File: src/rtl/if_stage_buf.sv
// Instruction-fetch stage with an in-order instruction buffer and stale-response discard.
// Optional macro IF_BYPASS_EN forwards a response straight to decode when nothing older is waiting.
module if_stage_buf #(
   parameter logic [31:0] RESET_PC  = 32'hbfc00000,
   parameter logic [31:0] EX_ENTRY  = 32'hbfc00380,
   parameter int          BUF_DEPTH = 4
) (
   input  logic        clk,
   input  logic        reset,
   input  logic        ds_allowin,
   input  logic        br_taken,
   input  logic [31:0] br_target,
   input  logic        wb_ex,
   input  logic        eret_flush,
   input  logic [31:0] epc,
   output logic        inst_req,
   output logic [31:0] inst_addr,
   input  logic        inst_addr_ok,
   input  logic        inst_data_ok,
   input  logic [31:0] inst_rdata,
   output logic        fs_to_ds_valid,
   output logic [31:0] fs_pc,
   output logic [31:0] fs_inst,
   output logic        fs_adel
);

   localparam int IDX_W = $clog2(BUF_DEPTH);
   localparam int PTR_W = IDX_W + 1;
   localparam int CNT_W = 8;
   localparam logic [PTR_W-1:0] PTR_ONE = 1;

   logic [31:0]          pc;
   logic [PTR_W-1:0]     head, tail, fill;
   logic [31:0]          ent_pc   [BUF_DEPTH];
   logic [31:0]          ent_inst [BUF_DEPTH];
   logic                 ent_adel [BUF_DEPTH];
   logic [BUF_DEPTH-1:0] ent_filled;
   logic [CNT_W-1:0]     out_cnt, discard_cnt, out_nxt;
   logic                 adel_stall;

   logic                 redirect, full, empty, accept, adel_enq;
   logic                 resp_live, fill_en, bypass, buf_valid, dequeue, alloc_en;
   logic [31:0]          target;
   logic [IDX_W-1:0]     head_idx, tail_idx, fill_idx;

   assign head_idx = head[IDX_W-1:0];
   assign tail_idx = tail[IDX_W-1:0];
   assign fill_idx = fill[IDX_W-1:0];

   assign redirect = ~reset & (wb_ex | eret_flush | br_taken);
   assign target   = wb_ex ? EX_ENTRY : (eret_flush ? epc : br_target);

   assign empty = (head == tail);
   assign full  = (head_idx == tail_idx) & (head[IDX_W] != tail[IDX_W]);

   assign inst_req  = ~reset & ~redirect & (pc[1:0] == 2'b00) & ~full;
   assign inst_addr = pc;
   assign accept    = inst_req & inst_addr_ok;
   // A misaligned pc produces one faulting entry and then waits for a redirect.
   assign adel_enq  = ~reset & ~redirect & (pc[1:0] != 2'b00) & ~full & ~adel_stall;
   assign alloc_en  = accept | adel_enq;

   assign resp_live = inst_data_ok & (discard_cnt == '0);
   assign out_nxt   = out_cnt + CNT_W'(accept) - CNT_W'(inst_data_ok);

`ifdef IF_BYPASS_EN
   assign bypass = resp_live & ~redirect & ~reset & ds_allowin & ~empty
                 & (fill == head) & ~adel_stall;
`else
   assign bypass = 1'b0;
`endif

   assign fill_en   = resp_live & ~redirect & ~reset & ~bypass;
   assign buf_valid = ~reset & ~empty & ent_filled[head_idx];
   assign dequeue   = fs_to_ds_valid & ds_allowin & ~redirect;

   always_comb begin
      fs_to_ds_valid = 1'b0;
      fs_pc          = '0;
      fs_inst        = '0;
      fs_adel        = 1'b0;
      if (bypass) begin
         fs_to_ds_valid = 1'b1;
         fs_pc          = ent_pc[head_idx];
         fs_inst        = inst_rdata;
      end else if (buf_valid) begin
         fs_to_ds_valid = 1'b1;
         fs_pc          = ent_pc[head_idx];
         fs_inst        = ent_inst[head_idx];
         fs_adel        = ent_adel[head_idx];
      end
   end

   always_ff @(posedge clk) begin
      if (reset) begin
         pc          <= RESET_PC;
         head        <= '0;
         tail        <= '0;
         fill        <= '0;
         out_cnt     <= '0;
         discard_cnt <= '0;
         adel_stall  <= 1'b0;
         ent_filled  <= '0;
      end else begin
         out_cnt <= out_nxt;
         if (redirect) begin
            // Everything still in flight, including this cycle's traffic, is now stale.
            pc          <= target;
            head        <= '0;
            tail        <= '0;
            fill        <= '0;
            adel_stall  <= 1'b0;
            discard_cnt <= out_nxt;
         end else begin
            if (inst_data_ok && discard_cnt != '0)
               discard_cnt <= discard_cnt - CNT_W'(1);
            if (accept) begin
               pc                   <= pc + 32'd4;
               tail                 <= tail + PTR_ONE;
               ent_filled[tail_idx] <= 1'b0;
            end else if (adel_enq) begin
               tail                 <= tail + PTR_ONE;
               ent_filled[tail_idx] <= 1'b1;
               adel_stall           <= 1'b1;
            end
            if (fill_en)
               ent_filled[fill_idx] <= 1'b1;
            if (fill_en || bypass)
               fill <= fill + PTR_ONE;
            if (dequeue)
               head <= head + PTR_ONE;
         end
      end
   end

   always_ff @(posedge clk) begin
      if (alloc_en) begin
         ent_pc[tail_idx]   <= pc;
         ent_inst[tail_idx] <= '0;
         ent_adel[tail_idx] <= adel_enq;
      end
      if (fill_en)
         ent_inst[fill_idx] <= inst_rdata;
   end

endmodule

File: config.mk
export PLATFORM = sky130hd
export DESIGN_NAME = if_stage_buf
export DESIGN_NICKNAME = d
export VERILOG_FILES = /design/src/rtl/if_stage_buf.sv
export SDC_FILE = /design/constraint.sdc
export NUM_CORES = 1
export LEC_CHECK = 0
export CAP_MARGIN = 20
export CORE_ASPECT_RATIO = 0.6
export CORE_MARGIN = 2
export CORE_UTILIZATION = 54
export DETAILED_ROUTE_END_ITERATION = 12
export GPL_ROUTABILITY_DRIVEN = 1
export PLACE_DENSITY = 0.79
export SLEW_MARGIN = 20
export SYNTH_ARGS = -nofsm -noshare
export SYNTH_HDL_FRONTEND = slang
export SYNTH_SLANG_ARGS = --single-unit
File: constraint.sdc
create_clock -name clk -period 7.9 [get_ports clk]
set_input_delay 1.58 -clock clk [delete_from_list [all_inputs] [get_ports clk]]
set_output_delay 1.58 -clock clk [all_outputs]
set_load 0.03 [all_outputs]
==> flow_summary.json <==
{
  "tns_ns": 0,
  "worst_ir_drop_vdd_mv": 0.208,
  "worstMarginPinSlew_ns": 0.961,
  "cts_tree": "built",
  "comb_power_share": 0.108,
  "synth_top_area_frac": 0.528,
  "p_int_w": 0.00297,
  "status": "complete, no violations",
  "post_dp_cell_area_sq_um": 17100,
  "clk_path_buf_depth": 3,
  "grt_overflow": 0,
  "final_cell_mix": "edfxtp_1, clkdlybuf4s50_1, and3_1, and2_1, mux4_2",
  "drt-pass1-iter-count": 5,
  "drt_wl_total_microns": 36900,
  "powerDensity_nw_per_um2": 212,
  "ys_types": 73,
  "synth_edf_count": 260,
  "slew_viol_final": 0,
  "synth_flop_cell": "edfxtp_1",
  "critPathMaxFanout": 11,
  "r2r_cells": 15,
  "syn-instance-count": 1067,
  "grt_use_total": 0.257,
  "fp.dieH_microns": 132,
  "worst-path-buf-inv": 2,
  "cp_slowest_cell": "clkdlybuf4s50_1",
  "cts_resized": 0,
  "diodes": 0,
  "rrSetupSlack_ns": 4.07,
  "rsz0062_at_grt": "no",
  "worstPathArrival_ns": 3.90,
  "synth_top_area_cell": "edfxtp_1",
  "synth_fa_ha_area_frac": 0.0183,
  "r2r-end": "discard_cnt[6]",
  "design_area_sq_um": 18200,
  "nets": 1379,
  "synth-compound-area-share": 0.0604,
  "core_sq_um": 26600,
  "relSlewSlack": 0.359,
  "clk_transition_reported_paths_ns": 0.07,
  "area_delta_synth_final_pct": 23.2,
  "start_util": 0.555,
  "syn_nets": 1192,
  "syn_area_per_cell_sq_um": 13.9,
  "hold_path.class": "reg -> reg",
  "postCtsSetupRepairBufs": 0,
  "syn_area_sq_um": 14800,
  "drv_cap": 0,
  "worstSetupStartpointType": "input pin",
  "worstSetupPathType": "in -> out",
  "grt_first_pass_wirelength_microns": 56900,
  "fin_cells": 1638,
  "path_cells": "clkdlybuf4s50_1, nor4_4, o31ai_4, nor3_1, clkdlybuf4s50_1",
  "ys_warn_count": 0,
  "nFillCells": 1834,
  "rows": 46,
  "synth_simple_gate_area_frac": 0.151,
  "drive_above_1_share": 0.130,
  "yosysSeqAreaShare": 0.614,
  "cts_htree_levels": 1,
  "antenna_found_initial": 1,
  "place_hpwl_microns": 23600,
  "grt_pass1_vias": 9878,
  "synth_top_family_by_area": "simple AND/OR/NAND/NOR gates",
  "crit_family": "buffers and inverters",
  "fmax_mhz": 182,
  "postCtsHoldBufs": 0,
  "ios": 203,
  "io_buffers": 202,
  "cpPeakStageDelay_ns": 0.75,
  "via_per_inst": 6.06,
  "insertion_delay_ns": 0.56,
  "clockPowerShare": 0.398,
  "vias": 9928,
  "timing.hold.ws_ns": 0.510,
  "initialDrtViolationCount": 1011,
  "final_hold_viol_count": 0,
  "dp_cells": 1581,
  "leakage_nw": 6.49,
  "cp_common_cell": "clkdlybuf4s50_1",
  "synthXorXnorAreaFrac": 0.0124,
  "regToRegStartpoint": "tail[1]",
  "hold_end": "tail[2]",
  "cts.sinks": 323,
  "cts_made_buffers": 30,
  "fp.dieW_microns": 218,
  "min_path_cells": 1,
  "wire_per_inst_microns": 22.5,
  "ys_top_cells_by_area": "edfxtp_1, mux4_2, dfxtp_1, and3_1, and2_1",
  "hp-start": "tail[2]",
  "finalWeightedCongestion": 0.928,
  "ys_ff_latch": 323,
  "power.switching_w": 0.000895,
  "die_area_sq_um": 28800,
  "cts-root-buf": "clkbuf_16",
  "period_needed_ns": 5.48,
  "setup_violations": 0,
  "worstSetupEndpointType": "output port",
  "skew_ns": 0.0154,
  "route.detailed.drc": 0,
  "crit_required_ns": 6.32,
  "synthMuxAreaShare": 0.116,
  "drtAntennaViolNets": 0,
  "synthArstFlopShare": 0,
  "finalCritPeriodShare": 0.694,
  "final_common_cell": "edfxtp_1",
  "grt_max_degree": 70,
  "sequentialPowerShare": 0.495,
  "switching_share": 0.232
}
-- registers in the layout, indices dropped and copies added, names as in the netlist, named ones only --
| register | flops |
|---|---|
| out_cnt | 8 |
| discard_cnt | 8 |
| ent_filled | 4 |
| inst_addr | 32 |
| ent_adel | 4 |
| fill | 2 |
| ent_pc | 128 |
| tail | 3 |
| head | 3 |
| ent_inst | 128 |
| adel_stall | 1 |
-- worst register-to-register path: stages, from the launching register on --
cell,delay [ns]
dfxtp_1,0.41
xor2_1,0.39
o31ai_4,0.16
nor2_4,0.49
inv_2,0.28
ha_1,0.35
inv_1,0.07
ha_1,0.16
inv_1,0.06
fa_1,0.37
nor2b_1,0.17
o21a_1,0.14
o21ai_0,0.12
a211oi_1,0.26
nor3_1,0.09
a311oi_1,0.23
-- worst max path at each step --
stage,from,end,cells past startpoint
6_report,br_taken,inst_req,5
2_1_floorplan,wb_ex,ent_inst[0][0],7
3_5_place_dp,br_taken,discard_cnt[6],16
5_1_grt,br_taken,inst_req,5
3_3_place_gp,br_taken,discard_cnt[6],16
4_1_cts,wb_ex,inst_req,5
-- power by group through the flow --
stage | combinational [W] | sequential [W] | clock, W
2_1_floorplan | 0.000259 | 0.00195 | 0
3_3_place_gp | 0.000399 | 0.00194 | 0
3_5_place_dp | 0.000410 | 0.00195 | 0
4_1_cts | 0.000414 | 0.00191 | 0.00156
5_1_grt | 0.000461 | 0.00192 | 0.00162
6_report | 0.000417 | 0.00191 | 0.00154
-- cells in the mapped netlist (16+ instances only) --
library cell and n:
a21oi_1 37, o21ai_0 18, nand3_1 16, dfxtp_1 63
inv_1 28, nand2_1 36, mux2i_1 21, clkbuf_1 33
and3_1 130, nor2_1 58, mux4_2 66, nor3_1 16
buf_2 26, edfxtp_1 260, and2_1 71, ha_1 20
-- through the flow --
step | total power (W) | setup WS (ns) | util
2_1_floorplan | 0.00221 | 2.42 | -
3_3_place_gp | 0.00234 | 2.29 | 0.642
3_5_place_dp | 0.00236 | 2.15 | 0.642
4_1_cts | 0.00388 | 2.45 | 0.682
5_1_grt | 0.00400 | 2.38 | 0.683
6_report | 0.00387 | 2.42 | 0.683
-- layer usage --
layer	global-route usage	up-vias	part of all wire
met5	0	-	0.00038
met4	0.0506	2	0.016
met3	0.0482	54	0.077
met2	0.388	407	0.45
met1	0.392	4975	0.46
li1	-	4490	-
-- logic make-up (layout without fill, tap and decap cells) --
| group | Yosys count | in the layout |
|---|---|---|
| flip-flops | 323 | 323 |
| AO/OA/AOI/OAI | 135 | 135 |
| buffers and inverters | 96 | 307 |
| multiplexers | 89 | 89 |
| AND/OR/NAND/NOR | 382 | 382 |
| XOR/XNOR | 21 | 21 |
| adder cells (fa/ha/maj) | 21 | 21 |
-- cell type report --
cell class	instances	area [sq um]	share of cell area
clock inverters	18	230	0.0126
flip-flops and latches	323	9070	0.498
multi-input cells	648	5330	0.293
clock buffers	38	832	0.0457
repair buffers	222	2180	0.120
inverters	29	109	0.00598
well taps	360	450	0.0247
Note: power is estimated with default switching activity, not from simulation.
